==> config.mk <==
export PLATFORM = sky130hd
export DESIGN_NAME = alu_mc_flat
export DESIGN_NICKNAME = d
export VERILOG_FILES = /design/src/rtl/alu_mc_pkg.sv /design/src/rtl/alu_mc_if.sv /design/src/rtl/alu_muldiv_iter.sv /design/src/rtl/alu_mc.sv /design/src/flat_wrapper.sv
export SDC_FILE = /design/constraint.sdc
export NUM_CORES = 1
export LEC_CHECK = 0
export BUFFER_PORTS_ARGS = -buffer_cell sky130_fd_sc_hd__buf_2
export CAP_MARGIN = 10
export CORE_MARGIN = 2
export CORE_UTILIZATION = 35
export DETAILED_ROUTE_END_ITERATION = 8
export PLACE_DENSITY_LB_ADDON = 0.25
export SLEW_MARGIN = 20
export SYNTH_ARGS = -nofsm -noshare
export SYNTH_HDL_FRONTEND = slang
export SYNTH_SLANG_ARGS = --single-unit
==> constraint.sdc <==
create_clock -name clk -period 3.4 [get_ports clk]
set_input_delay 1.02 -clock clk [delete_from_list [all_inputs] [get_ports clk]]
set_output_delay 1.02 -clock clk [all_outputs]
set_load 0.02 [all_outputs]
==> src/rtl/alu_mc_pkg.sv <==
// alu_mc_pkg: shared definitions for the multi-cycle ALU.
//   - opcode encodings (5-bit)
//   - PSR flag bit positions
//   - FSM state type and the iterative-operation select type
package alu_mc_pkg;

  localparam int OP_BITS = 5;

  localparam logic [OP_BITS-1:0] OP_AND   = 5'b00000;
  localparam logic [OP_BITS-1:0] OP_OR    = 5'b00001;
  localparam logic [OP_BITS-1:0] OP_XOR   = 5'b00010;
  localparam logic [OP_BITS-1:0] OP_ADD   = 5'b00011;
  localparam logic [OP_BITS-1:0] OP_SUB   = 5'b00100;
  localparam logic [OP_BITS-1:0] OP_CMP   = 5'b00101;
  localparam logic [OP_BITS-1:0] OP_MOV   = 5'b00110;
  localparam logic [OP_BITS-1:0] OP_LSH   = 5'b00111;
  localparam logic [OP_BITS-1:0] OP_LUI   = 5'b01000;
  localparam logic [OP_BITS-1:0] OP_JCOND = 5'b01001;
  localparam logic [OP_BITS-1:0] OP_JAL   = 5'b01010;
  localparam logic [OP_BITS-1:0] OP_ADDU  = 5'b01011;
  localparam logic [OP_BITS-1:0] OP_MUL   = 5'b01100;
  localparam logic [OP_BITS-1:0] OP_MULH  = 5'b01101;
  localparam logic [OP_BITS-1:0] OP_DIVU  = 5'b01110;
  localparam logic [OP_BITS-1:0] OP_REMU  = 5'b01111;
  // Unassigned code used internally when the opcode has stray upper bits set.
  localparam logic [OP_BITS-1:0] OP_NONE  = 5'b11111;

  localparam int FLAG_C = 0;
  localparam int FLAG_L = 2;
  localparam int FLAG_F = 5;
  localparam int FLAG_Z = 6;
  localparam int FLAG_N = 7;

  typedef enum logic [0:0] {
    ST_IDLE = 1'b0,
    ST_RUN  = 1'b1
  } state_e;

  typedef enum logic [1:0] {
    IT_MUL  = 2'b00,
    IT_MULH = 2'b01,
    IT_DIVU = 2'b10,
    IT_REMU = 2'b11
  } iter_sel_e;

  function automatic iter_sel_e iter_sel_of(input logic [OP_BITS-1:0] op);
    iter_sel_e sel;
    case (op)
      OP_MULH: sel = IT_MULH;
      OP_DIVU: sel = IT_DIVU;
      OP_REMU: sel = IT_REMU;
      default: sel = IT_MUL;
    endcase
    return sel;
  endfunction

endpackage

==> src/rtl/alu_mc_if.sv <==
// alu_mc_if: request/response bundle between the controller and alu_mc.
//   master: drives start, alu_cont, a, b; observes busy, done, alu_out, psr_flags
//   slave : the ALU side of the same signals
interface alu_mc_if #(
  parameter int WIDTH         = 16,
  parameter int ALU_CONT_BITS = 5
);
  logic                     start;
  logic [ALU_CONT_BITS-1:0] alu_cont;
  logic [WIDTH-1:0]         a;
  logic [WIDTH-1:0]         b;
  logic                     busy;
  logic                     done;
  logic [WIDTH-1:0]         alu_out;
  logic [WIDTH-1:0]         psr_flags;

  modport master (
    output start, alu_cont, a, b,
    input  busy, done, alu_out, psr_flags
  );

  modport slave (
    input  start, alu_cont, a, b,
    output busy, done, alu_out, psr_flags
  );
endinterface

==> src/rtl/alu_muldiv_iter.sv <==
// alu_muldiv_iter: shared WIDTH-step shift-add multiplier / restoring divider.
//   clk, reset   : clock, async active-low reset
//   load_i       : latch operands, clear accumulator, counter <= WIDTH
//   step_i       : perform one iteration, counter decrements
//   is_div_i     : sampled on load; 1 = divide, 0 = multiply
//   a_i, b_i     : operands (a = multiplicand/dividend, b = multiplier/divisor)
//   cnt_o        : remaining iteration count
//   next_o       : accumulator value after the current step (combinational);
//                  multiply -> {hi, lo} product, divide -> {remainder, quotient}
module alu_muldiv_iter #(
  parameter int WIDTH = 16
) (
  input  logic                        clk,
  input  logic                        reset,
  input  logic                        load_i,
  input  logic                        step_i,
  input  logic                        is_div_i,
  input  logic [WIDTH-1:0]            a_i,
  input  logic [WIDTH-1:0]            b_i,
  output logic [$clog2(WIDTH):0]      cnt_o,
  output logic [2*WIDTH-1:0]          next_o
);

  localparam int CW = $clog2(WIDTH) + 1;

  logic [2*WIDTH-1:0] acc_q;
  logic [WIDTH-1:0]   b_q;
  logic               div_q;
  logic [CW-1:0]      cnt_q;

  logic [WIDTH:0]     mul_sum_s;
  logic [WIDTH:0]     div_shift_s;
  logic               div_ge_s;
  logic [WIDTH:0]     div_rem_s;

  // One iteration of either algorithm; both work on the same 2*WIDTH accumulator.
  always_comb begin
    // Multiply: add b into the upper half when the current multiplier bit is set,
    // then shift the whole accumulator (including the carry) right by one.
    mul_sum_s   = {1'b0, acc_q[2*WIDTH-1:WIDTH]} +
                  (acc_q[0] ? {1'b0, b_q} : {(WIDTH+1){1'b0}});
    // Divide: shift the next dividend bit into the partial remainder and
    // subtract the divisor if it fits; the comparison result is the quotient bit.
    div_shift_s = {acc_q[2*WIDTH-1:WIDTH], acc_q[WIDTH-1]};
    div_ge_s    = (div_shift_s >= {1'b0, b_q});
    if (div_ge_s) begin
      div_rem_s = div_shift_s - {1'b0, b_q};
    end else begin
      div_rem_s = div_shift_s;
    end
    if (div_q) begin
      next_o = {div_rem_s[WIDTH-1:0], acc_q[WIDTH-2:0], div_ge_s};
    end else begin
      next_o = {mul_sum_s, acc_q[WIDTH-1:1]};
    end
  end

  assign cnt_o = cnt_q;

  // Accumulator, operand and iteration-counter registers.
  always_ff @(posedge clk or negedge reset) begin
    if (!reset) begin
      acc_q <= {(2*WIDTH){1'b0}};
      b_q   <= {WIDTH{1'b0}};
      div_q <= 1'b0;
      cnt_q <= {CW{1'b0}};
    end else if (load_i) begin
      acc_q <= {{WIDTH{1'b0}}, a_i};
      b_q   <= b_i;
      div_q <= is_div_i;
      cnt_q <= CW'(WIDTH);
    end else if (step_i) begin
      acc_q <= next_o;
      cnt_q <= cnt_q - CW'(1);
    end else begin
      acc_q <= acc_q;
      cnt_q <= cnt_q;
    end
  end

endmodule

==> src/rtl/alu_mc.sv <==
// alu_mc: multi-cycle ALU with start/done handshake and internal PSR register.
//   clk   : clock (rising edge)
//   reset : asynchronous active-low reset
//   bus   : alu_mc_if.slave
//           in : start, alu_cont, a, b
//           out: busy (iterative op running), done (1-cycle pulse),
//                alu_out (registered result), psr_flags {.., N, Z, F, 0, 0, L, 0, C}
module alu_mc
  import alu_mc_pkg::*;
#(
  parameter int WIDTH         = 16,
  parameter int ALU_CONT_BITS = 5
) (
  input  logic  clk,
  input  logic  reset,
  alu_mc_if.slave bus
);

  localparam int CW  = $clog2(WIDTH) + 1;
  localparam int SHW = $clog2(WIDTH) + 1;

  state_e           state_q, state_d;
  iter_sel_e        iter_sel_q, iter_sel_d;
  logic             done_q, done_d;
  logic [WIDTH-1:0] alu_out_q, out_d;
  logic [WIDTH-1:0] flags_q, flags_d;

  logic [OP_BITS-1:0] op_s;
  logic [OP_BITS-1:0] op_eff_s;
  logic [WIDTH:0]     add_s;
  logic [WIDTH:0]     sub_s;
  logic [SHW-1:0]     shamt_s;
  logic               b_zero_s;
  logic               is_iter_s;
  logic               is_div_s;
  logic [WIDTH-1:0]   sc_res_s;
  logic [WIDTH-1:0]   sc_flags_s;

  logic               load_s;
  logic               step_s;
  logic [CW-1:0]      cnt_s;
  logic [2*WIDTH-1:0] next_s;

  assign op_s = bus.alu_cont[OP_BITS-1:0];

  // Opcode decode; any code with stray upper bits falls into the "other" case.
  always_comb begin
    if (bus.alu_cont == ALU_CONT_BITS'(op_s)) begin
      op_eff_s = op_s;
    end else begin
      op_eff_s = OP_NONE;
    end
    is_div_s = (op_eff_s == OP_DIVU) || (op_eff_s == OP_REMU);
  end

  // Single-cycle results and their flag updates, plus iterative-op detection.
  always_comb begin
    add_s      = {1'b0, bus.a} + {1'b0, bus.b};
    sub_s      = {1'b0, bus.a} - {1'b0, bus.b};
    shamt_s    = bus.b[SHW-1:0];
    b_zero_s   = (bus.b == {WIDTH{1'b0}});
    sc_res_s   = {WIDTH{1'b0}};
    sc_flags_s = flags_q;
    is_iter_s  = 1'b0;
    case (op_eff_s)
      OP_AND:   sc_res_s = bus.a & bus.b;
      OP_OR:    sc_res_s = bus.a | bus.b;
      OP_XOR:   sc_res_s = bus.a ^ bus.b;
      OP_ADD: begin
        sc_res_s           = add_s[WIDTH-1:0];
        sc_flags_s[FLAG_C] = add_s[WIDTH];
        // Overflow: operands share a sign the result does not.
        sc_flags_s[FLAG_F] = (bus.a[WIDTH-1] == bus.b[WIDTH-1]) &&
                             (add_s[WIDTH-1] != bus.a[WIDTH-1]);
      end
      OP_ADDU:  sc_res_s = add_s[WIDTH-1:0];
      OP_SUB: begin
        sc_res_s           = sub_s[WIDTH-1:0];
        sc_flags_s[FLAG_C] = sub_s[WIDTH];
        sc_flags_s[FLAG_F] = (bus.a[WIDTH-1] != bus.b[WIDTH-1]) &&
                             (sub_s[WIDTH-1] != bus.a[WIDTH-1]);
      end
      OP_CMP: begin
        sc_res_s           = alu_out_q;
        sc_flags_s[FLAG_N] = ($signed(bus.a) < $signed(bus.b));
        sc_flags_s[FLAG_L] = sub_s[WIDTH];
        sc_flags_s[FLAG_Z] = (sub_s[WIDTH-1:0] == {WIDTH{1'b0}});
      end
      OP_MOV:   sc_res_s = bus.b;
      OP_LSH: begin
        if (bus.b[WIDTH-1]) begin
          sc_res_s = bus.a >> 1'b1;
        end else if (shamt_s >= SHW'(WIDTH)) begin
          sc_res_s = {WIDTH{1'b0}};
        end else begin
          sc_res_s = bus.a << shamt_s;
        end
      end
      OP_LUI:   sc_res_s = bus.b << 4'd8;
      OP_JCOND: sc_res_s = bus.a;
      OP_JAL:   sc_res_s = bus.a + {{(WIDTH-1){1'b0}}, 1'b1};
      OP_MUL, OP_MULH: is_iter_s = 1'b1;
      OP_DIVU: begin
        if (b_zero_s) begin
          sc_res_s           = {WIDTH{1'b1}};
          sc_flags_s[FLAG_F] = 1'b1;
        end else begin
          is_iter_s = 1'b1;
        end
      end
      OP_REMU: begin
        if (b_zero_s) begin
          sc_res_s           = bus.a;
          sc_flags_s[FLAG_F] = 1'b1;
        end else begin
          is_iter_s = 1'b1;
        end
      end
      default:  sc_res_s = {WIDTH{1'b0}};
    endcase
  end

  alu_muldiv_iter #(
    .WIDTH (WIDTH)
  ) u_iter (
    .clk      (clk),
    .reset    (reset),
    .load_i   (load_s),
    .step_i   (step_s),
    .is_div_i (is_div_s),
    .a_i      (bus.a),
    .b_i      (bus.b),
    .cnt_o    (cnt_s),
    .next_o   (next_s)
  );

  // FSM next-state and register-update logic.
  always_comb begin
    state_d    = state_q;
    iter_sel_d = iter_sel_q;
    done_d     = 1'b0;
    out_d      = alu_out_q;
    flags_d    = flags_q;
    load_s     = 1'b0;
    step_s     = 1'b0;
    case (state_q)
      ST_IDLE: begin
        if (bus.start) begin
          if (is_iter_s) begin
            load_s     = 1'b1;
            iter_sel_d = iter_sel_of(op_eff_s);
            state_d    = ST_RUN;
          end else begin
            done_d  = 1'b1;
            out_d   = sc_res_s;
            flags_d = sc_flags_s;
          end
        end else begin
          state_d = ST_IDLE;
        end
      end
      ST_RUN: begin
        step_s = 1'b1;
        // The final iteration and the result write share the same edge.
        if (cnt_s == CW'(1)) begin
          done_d          = 1'b1;
          state_d         = ST_IDLE;
          flags_d[FLAG_F] = 1'b0;
          if ((iter_sel_q == IT_MULH) || (iter_sel_q == IT_REMU)) begin
            out_d = next_s[2*WIDTH-1:WIDTH];
          end else begin
            out_d = next_s[WIDTH-1:0];
          end
        end else begin
          state_d = ST_RUN;
        end
      end
      default: state_d = ST_IDLE;
    endcase
  end

  // State, result, flag and done registers.
  always_ff @(posedge clk or negedge reset) begin
    if (!reset) begin
      state_q    <= ST_IDLE;
      iter_sel_q <= IT_MUL;
      done_q     <= 1'b0;
      alu_out_q  <= {WIDTH{1'b0}};
      flags_q    <= {WIDTH{1'b0}};
    end else begin
      state_q    <= state_d;
      iter_sel_q <= iter_sel_d;
      done_q     <= done_d;
      alu_out_q  <= out_d;
      flags_q    <= flags_d;
    end
  end

  assign bus.busy      = (state_q == ST_RUN);
  assign bus.done      = done_q;
  assign bus.alu_out   = alu_out_q;
  assign bus.psr_flags = flags_q;

endmodule
==> src/flat_wrapper.sv <==
// flat-port wrapper written by rule: the top's interface ports become plain ports
module alu_mc_flat import alu_mc_pkg::*;
#(
  parameter int WIDTH         = 16,
  parameter int ALU_CONT_BITS = 5
)
  (clk, reset, bus_start, bus_alu_cont, bus_a, bus_b, bus_busy, bus_done, bus_alu_out, bus_psr_flags);
  alu_mc_if #(.WIDTH(WIDTH), .ALU_CONT_BITS(ALU_CONT_BITS)) bus_i ();
  input  logic clk;
  input  logic reset;
  input wire logic [$bits(bus_i.start)-1:0] bus_start;
  input wire logic [$bits(bus_i.alu_cont)-1:0] bus_alu_cont;
  input wire logic [$bits(bus_i.a)-1:0] bus_a;
  input wire logic [$bits(bus_i.b)-1:0] bus_b;
  output wire logic [$bits(bus_i.busy)-1:0] bus_busy;
  output wire logic [$bits(bus_i.done)-1:0] bus_done;
  output wire logic [$bits(bus_i.alu_out)-1:0] bus_alu_out;
  output wire logic [$bits(bus_i.psr_flags)-1:0] bus_psr_flags;
  assign bus_i.start = bus_start;
  assign bus_i.alu_cont = bus_alu_cont;
  assign bus_i.a = bus_a;
  assign bus_i.b = bus_b;
  assign bus_busy = bus_i.busy;
  assign bus_done = bus_i.done;
  assign bus_alu_out = bus_i.alu_out;
  assign bus_psr_flags = bus_i.psr_flags;
  alu_mc #(.WIDTH(WIDTH), .ALU_CONT_BITS(ALU_CONT_BITS)) u_core (.clk(clk), .reset(reset), .bus(bus_i));
endmodule
==> results.toml <==
[route]
wl_per_cell_um = 21.91
ant_nets = 0
drc = 0
drtIter0Drc = 1041
wl_um = 41100
vias = 10954
dr.pass1.iters = 5
viasPerCell = 5.839

[clock_network]
cts_buffer_depth = 2
root_buffer = "clkbuf_16"
clock_latency_ps = 360
htree_num_levels = 3
cts_buffers = 9
path_clk_slew_ps = 70
clock-sinks = 78
tritoncts = "yes"

[setup_path]
cpMaxStageDelayCell = "mux4_2"
r2r_end = "u_core.bus.alu_out[13]$_DFFE_PN0P_"
r2r_start = "u_core.u_iter.b_q[0]$_DFFE_PN0P_"
path_buf_inv = 1
worstSetupPathType = "flop to flop"
crit_path_end_kind = "flop"
critPathRequiredTime_ps = 3640
reg2reg_depth = 12
crit_family = "compound AO/OA/AOI/OAI gates"
slowest_delay_ps = 460
worstPathArrival_ps = 3600
r2r_slack_ps = 40
worst_setup_path_start_kind = "flop"
cp_max_fo = 3
cp_cell_sequence = "and2_1 -> ha_2 -> fa_2 -> a211oi_2 -> o21bai_1 -> o21a_2 -> o41ai_2 -> buf_4 -> o21a_4 -> xnor2_2 -> mux4_2 -> a221o_1"

[finish]
nets = 1660
n_antenna_cell = 0
design_area_um2 = 12760
drive_gt1_share_pct = 28.86
area_delta_synth_final_pct = 32.17
fillers = 2734

[synthesis]
synth.largest_area_cell = "dfrtp_1"
syn_area_um2 = 9653
async_flop_share_pct = 100.0
synth-seq-area-share_pct = 20.22
synth-edff-count = 0
syn_area_per_cell_um2 = 7.710
syn_inst = 1252
synthTopCellsByCount = "116 x nand2_1, 109 x nor2_1, 87 x o21ai_0"
yosysUniqueCellTypes = 87
ys_top_cells_by_area = "dfrtp_1 20%, ha_1 11%, o21ai_0 4.5%"
ys_warn_count = 0
synth_top_area_share_pct = 20.22
synthFlopType = "dfrtp_1"
ys_ff_latch = 78
yosysMostFrequentCell = "nand2_1"

[global_routing]
track_usage_pct = 28.54
grt_overflow = 0
grt_max_degree = 52
grt_pass1_vias = 10638
antenna_found_initial = 0
grt_pass1_wl_um = 62830

[place]
dp_hpwl_um = 33740
io_buffers = 62
dp_slack_ps = -398.9
dpl_cell_area_um2 = 12300
place_congestion = 0.9936

[sta]
setup_viol_count_final = 0
relSlewSlack_pct = 45.70
rsz0062_at_grt = "yes"
tightest_slew_ps = 811.5
whs_ps = 487.8
skew_ps = 13.13
finalCritPeriodShare_pct = 98.76
fin_tns_setup_ps = 0
final_max_slew_viol_count = 0
hold_viol_final = 0
worst_slack_ps = 42.01
post-route-min-period_ps = 3358
max_freq_mhz = 297.8

[floorplan]
row_count = 60
core_area_um2 = 27030
die_x_um = 170.1
die-area_um2 = 28920
die_y_um = 170.1
ios = 74
initial_utilization_pct = 35.72

[hold_path]
min-delay-path-class = "flop to flop"
whs_path_depth = 2
min-delay-start = "u_core.bus.psr_flags[0]$_DFFE_PN0P_"
hold_path_end = "u_core.bus.psr_flags[0]$_DFFE_PN0P_"

[power_and_ir_drop]
vdd_drop_max_v = 0.0003222
p_leak_nw = 5.975
finalPower_mw = 9.432
power_density_nw_per_um2 = 739.2

[job]
maxCapViolations = 0

[outcome]
status = "finished, final reports clean"
what timing repair did:
item	CTS	global route
setup endpoints to repair	2	10
gates cloned	0	0
hold buffers	0	0
pin swaps	2	4
endpoints found under the hold margin	0	0
resized for setup	3	19
setup buffers	1	2
per-layer routing:
layer	global-route usage (%)	wire, µm	vias up
met4	13.23	1763	0
met5	0	0	-
met1	38.13	17740	5226
met3	2.744	2663	84
li1	-	-	5170
met2	46.52	18930	474
state kept, by name, summed over array words and instances (netlist names), 5 cells and up:
signal and cells:
u_core.u_iter.b_q 16, u_core.u_iter.acc_q 32, u_core.bus.psr_flags 5, u_core.u_iter.cnt_o 5, u_core.bus.alu_out 16
worst max path at each step:
stage	slack [ps]	endpoint	start	depth (start not counted)
after floorplan	-50	u_core.bus.alu_out[13]$_DFFE_PN0P_	bus_a[4]	12
after global placement	-430	u_core.bus.alu_out[8]$_DFFE_PN0P_	bus_a[0]	12
after detailed placement	-400	u_core.bus.alu_out[8]$_DFFE_PN0P_	bus_a[0]	12
after CTS	-4	u_core.bus.alu_out[13]$_DFFE_PN0P_	u_core.u_iter.b_q[0]$_DFFE_PN0P_	12
after global routing	-100	u_core.bus.alu_out[13]$_DFFE_PN0P_	u_core.u_iter.b_q[0]$_DFFE_PN0P_	12
final	40	u_core.bus.alu_out[13]$_DFFE_PN0P_	u_core.u_iter.b_q[0]$_DFFE_PN0P_	12
final cells by class:
cell class / count / area [µm²] / area share, %
Clock inverter: 7 / 122.6 / 0.9611
Clock buffer: 9 / 225.2 / 1.765
Timing Repair Buffer: 348 / 2547 / 19.97
Inverter: 72 / 270.3 / 2.118
Sequential cell: 78 / 1953 / 15.31
Multi-Input combinational cell: 1021 / 7213 / 56.54
Tap cell: 341 / 426.7 / 3.344
power breakdown:
group | total [mW] | internal [mW] | leakage (nW) | switching (mW)
clock network | 1.16 | 0.720 | 0.162 | 0.441
registers | 1.78 | 1.37 | 0.968 | 0.417
logic | 6.49 | 2.87 | 4.85 | 3.62
total | 9.43 | 4.96 | 5.98 | 4.48
worst register-to-register path: stages (launching register included):
cell	delay, ps
dfrtp_1	380
and2_1	160
ha_2	210
fa_2	420
a211oi_2	240
o21bai_1	140
o21a_2	270
o41ai_2	300
buf_4	170
o21a_4	130
xnor2_2	70
mux4_2	460
a221o_1	300
placed cells by master, fill, tap and decap left out, types with 14 or more instances in the layout:
cell type / instances
buf_4: 280
nand2_1: 116
nor2_1: 107
ha_1: 84
o21ai_0: 83
a21oi_1: 81
dfrtp_1: 77
inv_1: 69
buf_2: 61
nor3_1: 32
nand3_1: 30
xnor2_1: 28
and2_1: 20
nand4_1: 18
o21a_1: 18
mux2i_1: 18
o21ai_1: 17
a21o_1: 17
xor2_1: 17
a22o_1: 17
mux2_2: 17
a31oi_1: 15
a211oi_1: 15
o211ai_1: 15
a22oi_1: 15
or3_1: 14
cell families after synthesis:
logic type,synth area share [%]
multiplexers,6.636
flip-flops,20.22
AO/OA/AOI/OAI,29.41
AND/OR/NAND/NOR,20.54
buffers and inverters,6.999
other,0.03885
XOR/XNOR,4.174
adder cells (fa/ha/maj),11.98
metrics by stage:
stage | util (%) | instances
after floorplan | - | 1262
after global placement | 45.51 | 1857
after detailed placement | 45.51 | 1857
after CTS | 46.87 | 1874
after global routing | 47.21 | 1876
final | 47.21 | 1876
(Power assumes the default switching activity.)
